### src/rtl/decode_ctrl_pipe.sv
// Registered RV32I main-control decoder: decodes the Decode-stage opcode and holds the
// control bundle in the ID/EX register with stall, flush, valid and illegal-op counting.
module decode_ctrl_pipe #(
    parameter bit EN_UPPER = 1'b1,
    parameter bit EN_JALR  = 1'b1,
    parameter int CNT_W    = 8
) (
    input  logic             i_clk,
    input  logic             i_rst_n,
    input  logic [6:0]       i_op_d,
    input  logic             i_valid_d,
    input  logic             i_en,
    input  logic             i_flush,
    input  logic             i_clr_cnt,
    output logic             o_valid_e,
    output logic             o_reg_write_e,
    output logic             o_mem_write_e,
    output logic             o_branch_e,
    output logic             o_jump_e,
    output logic             o_jalr_e,
    output logic             o_alu_src_b_e,
    output logic [1:0]       o_alu_src_a_e,
    output logic [1:0]       o_result_src_e,
    output logic [2:0]       o_imm_src_e,
    output logic [1:0]       o_alu_op_e,
    output logic             o_illegal_e,
    output logic [CNT_W-1:0] o_illegal_cnt
);

    localparam logic [6:0] OP_LOAD   = 7'b0000011;
    localparam logic [6:0] OP_STORE  = 7'b0100011;
    localparam logic [6:0] OP_RTYPE  = 7'b0110011;
    localparam logic [6:0] OP_IALU   = 7'b0010011;
    localparam logic [6:0] OP_BRANCH = 7'b1100011;
    localparam logic [6:0] OP_JAL    = 7'b1101111;
    localparam logic [6:0] OP_JALR   = 7'b1100111;
    localparam logic [6:0] OP_LUI    = 7'b0110111;
    localparam logic [6:0] OP_AUIPC  = 7'b0010111;

    localparam logic [CNT_W-1:0] CNT_MAX = {CNT_W{1'b1}};

    typedef struct packed {
        logic       valid;
        logic       reg_write;
        logic       mem_write;
        logic       branch;
        logic       jump;
        logic       jalr;
        logic       alu_src_b;
        logic [1:0] alu_src_a;
        logic [1:0] result_src;
        logic [2:0] imm_src;
        logic [1:0] alu_op;
        logic       illegal;
    } ctrl_t;

    ctrl_t            w_dec;
    ctrl_t            r_ctrl;
    logic             w_count_illegal;
    logic [CNT_W-1:0] r_cnt;

    // A bubble in Decode decodes to all zeros, so it can never look illegal.
    always_comb begin
        w_dec = '0;
        if (i_valid_d) begin
            w_dec.valid = 1'b1;
            case (i_op_d)
                OP_LOAD: begin
                    w_dec.reg_write  = 1'b1;
                    w_dec.alu_src_b  = 1'b1;
                    w_dec.result_src = 2'b01;
                end
                OP_STORE: begin
                    w_dec.mem_write = 1'b1;
                    w_dec.alu_src_b = 1'b1;
                    w_dec.imm_src   = 3'b001;
                end
                OP_RTYPE: begin
                    w_dec.reg_write = 1'b1;
                    w_dec.alu_op    = 2'b10;
                end
                OP_IALU: begin
                    w_dec.reg_write = 1'b1;
                    w_dec.alu_src_b = 1'b1;
                    w_dec.alu_op    = 2'b10;
                end
                OP_BRANCH: begin
                    w_dec.branch  = 1'b1;
                    w_dec.imm_src = 3'b010;
                    w_dec.alu_op  = 2'b01;
                end
                OP_JAL: begin
                    w_dec.reg_write  = 1'b1;
                    w_dec.jump       = 1'b1;
                    w_dec.imm_src    = 3'b011;
                    w_dec.result_src = 2'b10;
                end
                OP_JALR: begin
                    if (EN_JALR) begin
                        w_dec.reg_write  = 1'b1;
                        w_dec.jump       = 1'b1;
                        w_dec.jalr       = 1'b1;
                        w_dec.alu_src_b  = 1'b1;
                        w_dec.result_src = 2'b10;
                    end else begin
                        w_dec.illegal = 1'b1;
                    end
                end
                OP_LUI: begin
                    if (EN_UPPER) begin
                        w_dec.reg_write = 1'b1;
                        w_dec.alu_src_b = 1'b1;
                        w_dec.alu_src_a = 2'b10;
                        w_dec.imm_src   = 3'b100;
                    end else begin
                        w_dec.illegal = 1'b1;
                    end
                end
                OP_AUIPC: begin
                    if (EN_UPPER) begin
                        w_dec.reg_write = 1'b1;
                        w_dec.alu_src_b = 1'b1;
                        w_dec.alu_src_a = 2'b01;
                        w_dec.imm_src   = 3'b100;
                    end else begin
                        w_dec.illegal = 1'b1;
                    end
                end
                default: begin
                    w_dec.illegal = 1'b1;
                end
            endcase
        end
    end

    always_ff @(posedge i_clk) begin
        if (!i_rst_n) begin
            r_ctrl <= '0;
        end else if (i_flush) begin
            r_ctrl <= '0;
        end else if (i_en) begin
            r_ctrl <= w_dec;
        end
    end

    // Only a genuine load counts, so held or flushed instructions are never re-counted.
    assign w_count_illegal = i_en && !i_flush && w_dec.illegal;

    always_ff @(posedge i_clk) begin
        if (!i_rst_n) begin
            r_cnt <= '0;
        end else if (i_clr_cnt) begin
            r_cnt <= '0;
        end else if (w_count_illegal && (r_cnt != CNT_MAX)) begin
            r_cnt <= r_cnt + CNT_W'(1);
        end
    end

    assign o_valid_e      = r_ctrl.valid;
    assign o_reg_write_e  = r_ctrl.reg_write;
    assign o_mem_write_e  = r_ctrl.mem_write;
    assign o_branch_e     = r_ctrl.branch;
    assign o_jump_e       = r_ctrl.jump;
    assign o_jalr_e       = r_ctrl.jalr;
    assign o_alu_src_b_e  = r_ctrl.alu_src_b;
    assign o_alu_src_a_e  = r_ctrl.alu_src_a;
    assign o_result_src_e = r_ctrl.result_src;
    assign o_imm_src_e    = r_ctrl.imm_src;
    assign o_alu_op_e     = r_ctrl.alu_op;
    assign o_illegal_e    = r_ctrl.illegal;
    assign o_illegal_cnt  = r_cnt;

endmodule

### config.mk
export PLATFORM = sky130hd
export DESIGN_NAME = decode_ctrl_pipe
export DESIGN_NICKNAME = d
export VERILOG_FILES = /design/src/rtl/decode_ctrl_pipe.sv
export SDC_FILE = /design/constraint.sdc
export NUM_CORES = 1
export LEC_CHECK = 0
export ABC_AREA = 1
export BUFFER_PORTS_ARGS = -buffer_cell sky130_fd_sc_hd__buf_2
export CAP_MARGIN = 10
export CORE_ASPECT_RATIO = 1.5
export CORE_UTILIZATION = 45
export CTS_CLUSTER_DIAMETER = 50
export DETAILED_ROUTE_END_ITERATION = 6
export PLACE_DENSITY = 0.74
export SYNTH_ARGS = -nofsm -noshare
export SYNTH_HDL_FRONTEND = slang
export SYNTH_SLANG_ARGS = --single-unit
### constraint.sdc
create_clock -name i_clk -period 1.3 [get_ports i_clk]
set_input_delay 0.065 -clock i_clk [delete_from_list [all_inputs] [get_ports i_clk]]
set_output_delay 0.065 -clock i_clk [all_outputs]
set_load 0.01 [all_outputs]
==> results.py, run 1 <==
metrics = {
    "power": {
        "finalPower_uw": 1460,
        "seqPwrFrac_pct": 50.5,
        "p_clk_share_pct": 39.1,
        "power.leakage_uw": 0.000838,
        "power_frac_comb_pct": 10.4,
        "power_density_nw_per_um2": 843,
        "cellInternalPower_uw": 1120,
        "switchingPower_uw": 339,
        "switching_share_pct": 23.2,
        "ir_drop_mv": 0.632,
    },
    "yosys": {
        "async_reset_ff_share_pct": 0,
        "synth.distinct_cells": 23,
        "ys_warn_count": 0,
        "yosys_most_used_dff": "dfxtp_1",
        "ys_seq_area_share_pct": 37.7,
        "synth-seq-cells": 24,
        "synth_edf_count": 0,
        "yosysTopAreaCell": "dfxtp_1",
        "synth_cells": 168,
        "syn_avg_cell_area_um2": 7.59,
        "synthMostInstantiatedCell": "nand2_1",
        "synth_common_cells": "41 x nand2_1, 24 x dfxtp_1, 19 x a21oi_1, 15 x inv_1, 11 x nand3_1",
        "synth_area_um2": 1270,
        "synth.area.top_cells": "dfxtp_1 38%, nand2_1 12%, a21oi_1 7.5%",
        "synth_top_area_share_pct": 37.7,
        "synth_fp_nets": 182,
    },
    "floorplanning": {
        "ios": 38,
        "fp.dieH_um": 67.2,
        "initial_core_util_pct": 47.6,
        "die_w_um": 45.5,
        "core-area_um2": 2680,
        "fp-row-count": 23,
        "dieArea_um2": 3050,
    },
    "sta": {
        "setup-tns-final_ns": -0.218,
        "final-max-slew-violation-count": 0,
        "worstMarginPinSlew_ns": 0.394,
        "fin_skew_ns": 0.00250,
        "slew_headroom_pct": 73.7,
        "rsz0062_at_grt": "yes",
        "post-route-period-util_pct": 104,
        "clock.fmax_mhz": 738,
        "setup_slack_ns": -0.0548,
        "final-setup-viol-count": 6,
        "hold_viol_final": 0,
        "period_minus_slack_ns": 1.35,
        "hold-worst-slack_ns": 0.100,
    },
    "route": {
        "detail-route-antenna-nets": 0,
        "drc": 0,
        "routed_via_density": 5.09,
        "drt_wl_total_um": 3290,
        "vias": 1319,
        "wl_per_cell_um": 12.7,
        "drtIter0Drc": 27,
        "dr.pass1.iters": 4,
    },
    "worst_setup_path": {
        "cp_max_fo": 5,
        "arrival_ns": 1.55,
        "endpoint_kind": "flip-flop",
        "required_ns": 1.49,
        "worstSetupStartpointType": "flip-flop",
        "crit_type": "reg2reg",
    },
    "run": {
        "maxCapViolCount": 0,
    },
    "finish": {
        "drive_above_1_share_pct": 41.4,
        "stdcell_count": 259,
        "fin_area_um2": 1740,
        "synthToLayoutAreaGrowth_pct": 36.1,
        "diodes": 0,
        "final_nets": 237,
        "nFillCells": 259,
    },
    "clock_tree": {
        "cts_sinks": 24,
        "clk_pin_slew_ns": 0.09,
        "clockBufferDepth": 2,
        "hold_buffers": 0,
        "root_buffer": "clkbuf_8",
        "clkLatencyLatePin_ns": 0.26,
        "cts_made_buffers": 3,
        "h-tree-depth": 1,
        "cts_tree": "yes",
    },
    "grt": {
        "grt_pass1_vias": 1310,
        "grt_pass1_wl_um": 5290,
        "grt_max_degree": 15,
        "grt_usage_pct": 23.5,
        "grt_overflow_total": 0,
        "antenna_found_initial": 0,
    },
    "status": {
        "status": "finished, violations left",
        "violations": "negative setup slack",
    },
    "place": {
        "dpl.cell_count": 253,
        "gp_congestion": 0.897,
        "io_buffers": 37,
        "place_hpwl_um": 2590,
        "dpl_cell_area_um2": 1630,
    },
    "hold_path": {
        "hp-class": "in2reg",
    },
}
## sequential cells by signal, indices dropped and copies added, names as in the netlist
signal,flops
o_alu_op_e,2
o_alu_src_a_e,2
o_alu_src_b_e,1
o_illegal_cnt,8
o_illegal_e,1
o_imm_src_e,3
o_jalr_e,1
o_jump_e,1
o_mem_write_e,1
o_reg_write_e,1
o_result_src_e,2
o_valid_e,1
## metal layers
metal	wire (µm)	vias up	global-route usage, %
li1	-	653	-
met2	1950	35	48.4
met1	1180	627	22.0
met3	116	4	2.41
met4	35	0	8.71
met5	0	-	0
## layout by cell type, fill, tap and decap left out, types with 2 or more instances in the layout
cell / Yosys / final
dfxtp_1: 24 / 21
nor2_1: 10 / 9
inv_1: 15 / 15
buf_6: 0 / 2
dfxtp_2: 0 / 2
nand3_2: 1 / 2
buf_4: 1 / 14
nand4_1: 9 / 9
clkbuf_8: 0 / 3
nand3_4: 2 / 2
nand3_1: 11 / 10
a21oi_1: 19 / 16
nor2_4: 2 / 3
xor2_1: 5 / 5
a21oi_2: 0 / 3
nand2_1: 41 / 40
nand2_2: 7 / 7
buf_2: 0 / 37
inv_2: 6 / 6
nor2_2: 2 / 2
nor2_8: 3 / 3
o21ai_0: 3 / 3
## cells by family after synthesis
kind of cell,count (synthesis),synth area share (%)
compound gates,24,11.0
xor+xnor,5,3.43
fa+ha+maj,1,0.981
flops,24,37.7
simple gates,90,39.5
buf+inv,24,7.36
## final cells by class
class                           instances  area [µm²]  share of cell area [%]
Multi-Input combinational cell        120         744                    42.9
Clock buffer                            4        66.3                    3.82
Tap cell                               37        46.3                    2.67
Sequential cell                        24         487                    28.0
Timing Repair Buffer                   53         313                    18.0
Inverter                               21        78.8                    4.54
## per-stage QoR
step / utilization (%) / setup WS [ns]
6_report: 64.8 / -0.0548
3_5_place_dp: 60.8 / -0.0843
3_3_place_gp: 60.8 / 0.00849
5_1_grt: 64.8 / -0.128
4_1_cts: 63.8 / -0.0515
2_1_floorplan: - / -0.0116
## power by group through the flow
stage | registers (µW) | logic [µW] | clock network, µW
detailed placement | 756 | 147 | 0
global placement | 755 | 142 | 0
CTS | 738 | 149 | 579
finish | 738 | 153 | 572
floorplan | 757 | 83.2 | 0
global route | 739 | 166 | 623
## worst max-delay path, cell delays in order, from the launching register on
cell and delay, ns:
dfxtp_4 0.37, ha_4 0.16, nand2_4 0.06, nor2_4 0.04, a31oi_4 0.23, buf_6 0.15, nand4_1 0.11, a21oi_1 0.17
## worst paths after layout
kind / end / cells after the start / slack [ns] / startpoint
worst min-delay path: o_alu_src_a_e[1] / 3 / 0.10 / i_op_d[5]
worst min register to register: o_mem_write_e / 2 / 0.47 / o_mem_write_e
worst max-delay path: o_illegal_cnt[3] / 7 / -0.05 / o_illegal_cnt[0]
worst max register to register: o_illegal_cnt[3] / 7 / -0.05 / o_illegal_cnt[0]
## timing repair
item	4_1_cts	5_1_grt
gates cloned	0	0
setup endpoints to repair	8	8
pin swaps	8	5
setup buffers	0	2
resized for setup	4	4
(Power assumes the default switching activity.)
==> run 2, diff against run 1 <==
--- a/config.mk
+++ b/config.mk
@@ -9,10 +9,10 @@
 export BUFFER_PORTS_ARGS = -buffer_cell sky130_fd_sc_hd__buf_2
 export CAP_MARGIN = 10
 export CORE_ASPECT_RATIO = 1.5
-export CORE_UTILIZATION = 45
+export CORE_UTILIZATION = 54
 export CTS_CLUSTER_DIAMETER = 50
 export DETAILED_ROUTE_END_ITERATION = 6
-export PLACE_DENSITY = 0.74
+export PLACE_DENSITY = 0.83
 export SYNTH_ARGS = -nofsm -noshare
 export SYNTH_HDL_FRONTEND = slang
 export SYNTH_SLANG_ARGS = --single-unit
==> constraint.sdc (replaced) <==
create_clock -name i_clk -period 1.7 [get_ports i_clk]
set_input_delay 0.085 -clock i_clk [delete_from_list [all_inputs] [get_ports i_clk]]
set_output_delay 0.085 -clock i_clk [all_outputs]
set_load 0.01 [all_outputs]
==> results.py, run 2 (synthesized netlist as in run 1, its figures left out) <==
metrics = {
    "clock_tree": {
        "cts_setup_buffers": 0,
        "cts_made_buffers": 3,
        "cts.repair.resized": 0,
        "h-tree-depth": 1,
        "clk_pin_slew_ns": 0.14,
        "cts_sinks": 24,
        "clockBufferDepth": 2,
        "cts_tree": "yes",
        "clkLatencyLatePin_ns": 0.32,
        "hold_buffers": 0,
        "root_buffer": "clkbuf_4",
    },
    "route": {
        "drtIter0Drc": 32,
        "dr.pass1.iters": 4,
        "drc": 0,
        "routed_via_density": 5.48,
        "wl_per_cell_um": 12.1,
        "drt_wl_total_um": 2770,
        "vias": 1255,
        "detail-route-antenna-nets": 0,
    },
    "worst_setup_path": {
        "crit_family": "simple AND/OR/NAND/NOR gates",
        "cp_common_cell": "nand2_1",
        "endpoint_kind": "flip-flop",
        "critical_path.max_stage_delay_ns": 0.42,
        "arrival_ns": 1.79,
        "path_depth": 7,
        "crit_type": "reg2reg",
        "worstSetupStartpointType": "flip-flop",
        "cp_max_fo": 9,
        "cp_cell_sequence": "ha_1, nand2_1, nor2_2, a31oi_4, nand3_4, nand2_1, a21oi_1",
        "r2r_cells": 7,
        "required_ns": 1.95,
        "crit_buf_inv": 0,
        "slowest_stage": "dfxtp_1",
    },
    "sta": {
        "worstMarginPinSlew_ns": 0.522,
        "fin_skew_ns": 0.0111,
        "clock.fmax_mhz": 651,
        "post-route-period-util_pct": 90.4,
        "period_minus_slack_ns": 1.54,
        "hold_viol_final": 0,
        "final-setup-viol-count": 0,
        "slew_headroom_pct": 65.0,
        "rsz0062_at_grt": "no",
        "final-max-slew-violation-count": 0,
        "setup-tns-final_ns": 0,
        "hold-worst-slack_ns": 0.0532,
    },
    "power": {
        "power_density_nw_per_um2": 706,
        "power.leakage_uw": 0.000731,
        "ir_drop_mv": 0.482,
    },
    "hold_path": {
        "hp-class": "in2reg",
        "hold_path_depth": 3,
    },
    "finish": {
        "drive_above_1_share_pct": 32.0,
        "largest_reg_flops": 8,
        "diodes": 0,
        "fin_area_um2": 1530,
        "final_cell_mix": "41 x nand2_1, 37 x buf_2, 24 x dfxtp_1",
        "final_common_cell": "nand2_1",
        "synthToLayoutAreaGrowth_pct": 19.7,
        "final_nets": 221,
    },
    "floorplanning": {
        "ios": 38,
        "fp-row-count": 21,
        "core-area_um2": 2230,
        "dieArea_um2": 2560,
        "fp.dieH_um": 61.5,
        "die_w_um": 41.7,
        "initial_core_util_pct": 57.1,
    },
    "grt": {
        "antenna_found_initial": 0,
        "grt_pass1_vias": 1142,
        "grt_usage_pct": 22.9,
        "grt_max_degree": 15,
        "grt_overflow_total": 0,
        "grt_pass1_wl_um": 4530,
    },
    "place": {
        "dpl_cell_area_um2": 1470,
        "place_hpwl_um": 2200,
        "gp_congestion": 0.801,
        "io_buffers": 37,
    },
    "run": {
        "maxCapViolCount": 0,
    },
    "status": {
        "status": "finished clean",
    },
}
## run 2: path summary, 6_finish.rpt
path                          from               end  slack, ns
setup reg to reg  o_illegal_cnt[0]  o_illegal_cnt[7]       0.16
hold reg to reg     o_imm_src_e[2]    o_imm_src_e[2]       0.47
hold / removal           i_op_d[5]  o_alu_src_a_e[1]       0.05
setup / recovery  o_illegal_cnt[0]  o_illegal_cnt[7]       0.16
## run 2: where the power goes
group          total (µW)  internal [µW]  switching, µW  leakage [µW]
combinational         100           30.6           69.8      0.000510
sequential            567            565           1.73      0.000193
clock                 410            238            172     0.0000279
## run 2: stage by stage
step | power [µW] | worst slack (ns) | instances | utilization [%]
2_1_floorplan | 644 | 0.302 | 168 | -
3_3_place_gp | 675 | 0.296 | 225 | 66.0
3_5_place_dp | 678 | 0.208 | 225 | 66.0
4_1_cts | 1090 | 0.158 | 229 | 68.3
5_1_grt | 1110 | 0.0388 | 229 | 68.3
6_report | 1080 | 0.163 | 229 | 68.3
## run 2: layout make-up
| class | count | area (µm²) |
|---|---|---|
| repair buffers | 37 | 185 |
| flip-flops and latches | 24 | 480 |
| inverters | 21 | 78.8 |
| clock buffers | 3 | 22.5 |
| fillers | 199 | 707 |
| well taps | 23 | 28.8 |
| multi-input cells | 120 | 701 |
| clock inverters | 1 | 30.0 |
## run 2: tightest hold or removal path, cell delays in order
cell and delay, ns:
buf_2 0.13, nand2_1 0.07, a21oi_1 0.06
## run 2: routing by layer
layer  vias up  part of all wire, %  global-route usage [%]
li1        624                    -                       -
met1       582                   38                    23.1
met2        39                   54                    43.8
met3        10                  3.6                    2.64
met4         0                  3.9                    16.1
met5         -                    0                       0
==> run 3, diff against run 2 <==
--- a/config.mk
+++ b/config.mk
@@ -13,6 +13,7 @@
 export CTS_CLUSTER_DIAMETER = 50
 export DETAILED_ROUTE_END_ITERATION = 6
 export PLACE_DENSITY = 0.83
+export RECOVER_POWER = 25
 export SYNTH_ARGS = -nofsm -noshare
 export SYNTH_HDL_FRONTEND = slang
 export SYNTH_SLANG_ARGS = --single-unit
==> results.py, run 3 (synthesized netlist as in run 1, its figures left out) <==
metrics = {
    "status": {
        "status": "finished clean",
    },
    "worst_setup_path": {
        "r2r_cells": 7,
        "worstSetupStartpointType": "flip-flop",
        "crit_type": "reg2reg",
        "slowest_stage": "dfxtp_1",
        "cp_cell_sequence": "ha_1, nand2_1, nor2_2, a31oi_4, nand3_4, nand2_1, a21oi_1",
        "crit_buf_inv": 0,
        "path_depth": 7,
        "r2r_setup_slack_ns": 0.16,
        "cp_common_cell": "nand2_1",
        "arrival_ns": 1.79,
        "required_ns": 1.95,
        "crit_family": "simple AND/OR/NAND/NOR gates",
        "critical_path.max_stage_delay_ns": 0.43,
        "endpoint_kind": "flip-flop",
        "cp_max_fo": 9,
    },
    "hold_path": {
        "hold_path_depth": 3,
        "hp-class": "in2reg",
    },
    "grt": {
        "grt_usage_pct": 22.9,
        "grt_pass1_wl_um": 4530,
        "grt_max_degree": 15,
        "grt_pass1_vias": 1142,
        "grt_overflow_total": 0,
        "antenna_found_initial": 0,
    },
    "clock_tree": {
        "cts_sinks": 24,
        "cts_made_buffers": 3,
        "h-tree-depth": 1,
        "root_buffer": "clkbuf_4",
        "cts_tree": "yes",
        "cts_setup_buffers": 0,
        "hold_buffers": 0,
        "cts.repair.resized": 0,
        "clockBufferDepth": 2,
        "clkLatencyLatePin_ns": 0.32,
        "clk_pin_slew_ns": 0.13,
    },
    "finish": {
        "drive_above_1_share_pct": 29.1,
        "diodes": 0,
        "final_common_cell": "nand2_1",
        "synthToLayoutAreaGrowth_pct": 19.1,
        "final_cell_mix": "42 x nand2_1, 35 x buf_2, 24 x dfxtp_1",
        "final_nets": 221,
        "largest_reg_flops": 8,
    },
    "power": {
        "power.leakage_uw": 0.000728,
        "ir_drop_mv": 0.481,
        "seqPwrFrac_pct": 52.8,
        "switching_share_pct": 22.4,
        "switchingPower_uw": 240,
        "power_density_nw_per_um2": 706,
        "cellInternalPower_uw": 833,
        "power_frac_comb_pct": 9.1,
        "p_clk_share_pct": 38.1,
    },
    "route": {
        "maxUsedRoutingLayer": "met4",
        "drtIter0Drc": 35,
        "drc": 0,
        "routed_via_density": 5.43,
        "detail-route-antenna-nets": 0,
        "wl_met2_um": 1520,
        "wl_met3_um": 89,
        "drt_wl_total_um": 2760,
        "dr.pass1.iters": 4,
        "wl_per_cell_um": 12.0,
        "vias": 1244,
        "wl_met1_um": 1030,
    },
    "sta": {
        "hold-worst-slack_ns": 0.0594,
        "slew_headroom_pct": 65.5,
        "post-route-period-util_pct": 90.3,
        "fin_skew_ns": 0.00852,
        "setup_slack_ns": 0.164,
        "setup-tns-final_ns": 0,
        "clock.fmax_mhz": 651,
        "worstMarginPinSlew_ns": 0.515,
        "final-setup-viol-count": 0,
        "period_minus_slack_ns": 1.54,
        "hold_viol_final": 0,
        "final-max-slew-violation-count": 0,
        "rsz0062_at_grt": "no",
    },
    "floorplanning": {
        "core-area_um2": 2230,
        "fp-row-count": 21,
        "ios": 38,
        "die_w_um": 41.7,
        "dieArea_um2": 2560,
        "fp.dieH_um": 61.5,
        "initial_core_util_pct": 57.1,
    },
    "place": {
        "place_hpwl_um": 2200,
        "place_ws_ns": 0.208,
        "gp_congestion": 0.801,
        "io_buffers": 37,
    },
    "run": {
        "maxCapViolCount": 0,
    },
}
-- run 3: cell count changes in the layout (fill, tap and decap cells not counted) --
| cell | before | now |
|---|---|---|
| nor2_2 | 2 | 1 |
| nor2_1 | 10 | 11 |
| nand2_1 | 41 | 42 |
| nand2_2 | 7 | 6 |
| inv_2 | 6 | 4 |
| inv_1 | 15 | 17 |
| clkbuf_1 | 0 | 2 |
| buf_2 | 37 | 35 |
-- run 3: metal layers --
| metal | global-route usage [%] | up-vias |
|---|---|---|
| li1 | - | 623 |
| met1 | 23.1 | 573 |
| met2 | 43.8 | 38 |
| met3 | 2.64 | 10 |
| met4 | 16.1 | 0 |
| met5 | 0 | - |
-- run 3: stage by stage --
| stage | util [%] | total power [µW] | std cells | area [µm²] |
|---|---|---|---|---|
| floorplan | - | 644 | 168 | 1270 |
| global placement | 66.0 | 675 | 225 | 1470 |
| detailed placement | 66.0 | 678 | 225 | 1470 |
| CTS | 68.3 | 1090 | 229 | 1530 |
| global route | 68.0 | 1110 | 229 | 1520 |
| finish | 68.0 | 1070 | 229 | 1520 |
-- run 3: tightest hold or removal path: stages --
cell	delay [ns]
buf_2	0.13
nand2_1	0.07
a21oi_1	0.06
-- run 3: power groups by stage --
stage	Sequential, µW	Combinational (µW)	Clock [µW]
global placement	579	96.0	0
detailed placement	579	99.2	0
CTS	567	100	422
floorplan	580	63.6	0
global route	567	109	432
finish	567	97.8	408
-- run 3: area by class of cell --
type | count | area (µm²)
clock buffers | 3 | 22.5
clock inverters | 1 | 30.0
fillers | 198 | 714
inverters | 21 | 78.8
multi-input cells | 120 | 696
flip-flops and latches | 24 | 480
well taps | 23 | 28.8
repair buffers | 37 | 183
-- run 3: worst paths after layout --
check | startpoint | to
max | o_illegal_cnt[0] | o_illegal_cnt[7]
min | i_op_d[5] | o_alu_src_a_e[1]
max reg2reg | o_illegal_cnt[0] | o_illegal_cnt[7]
min reg2reg | o_imm_src_e[2] | o_imm_src_e[2]
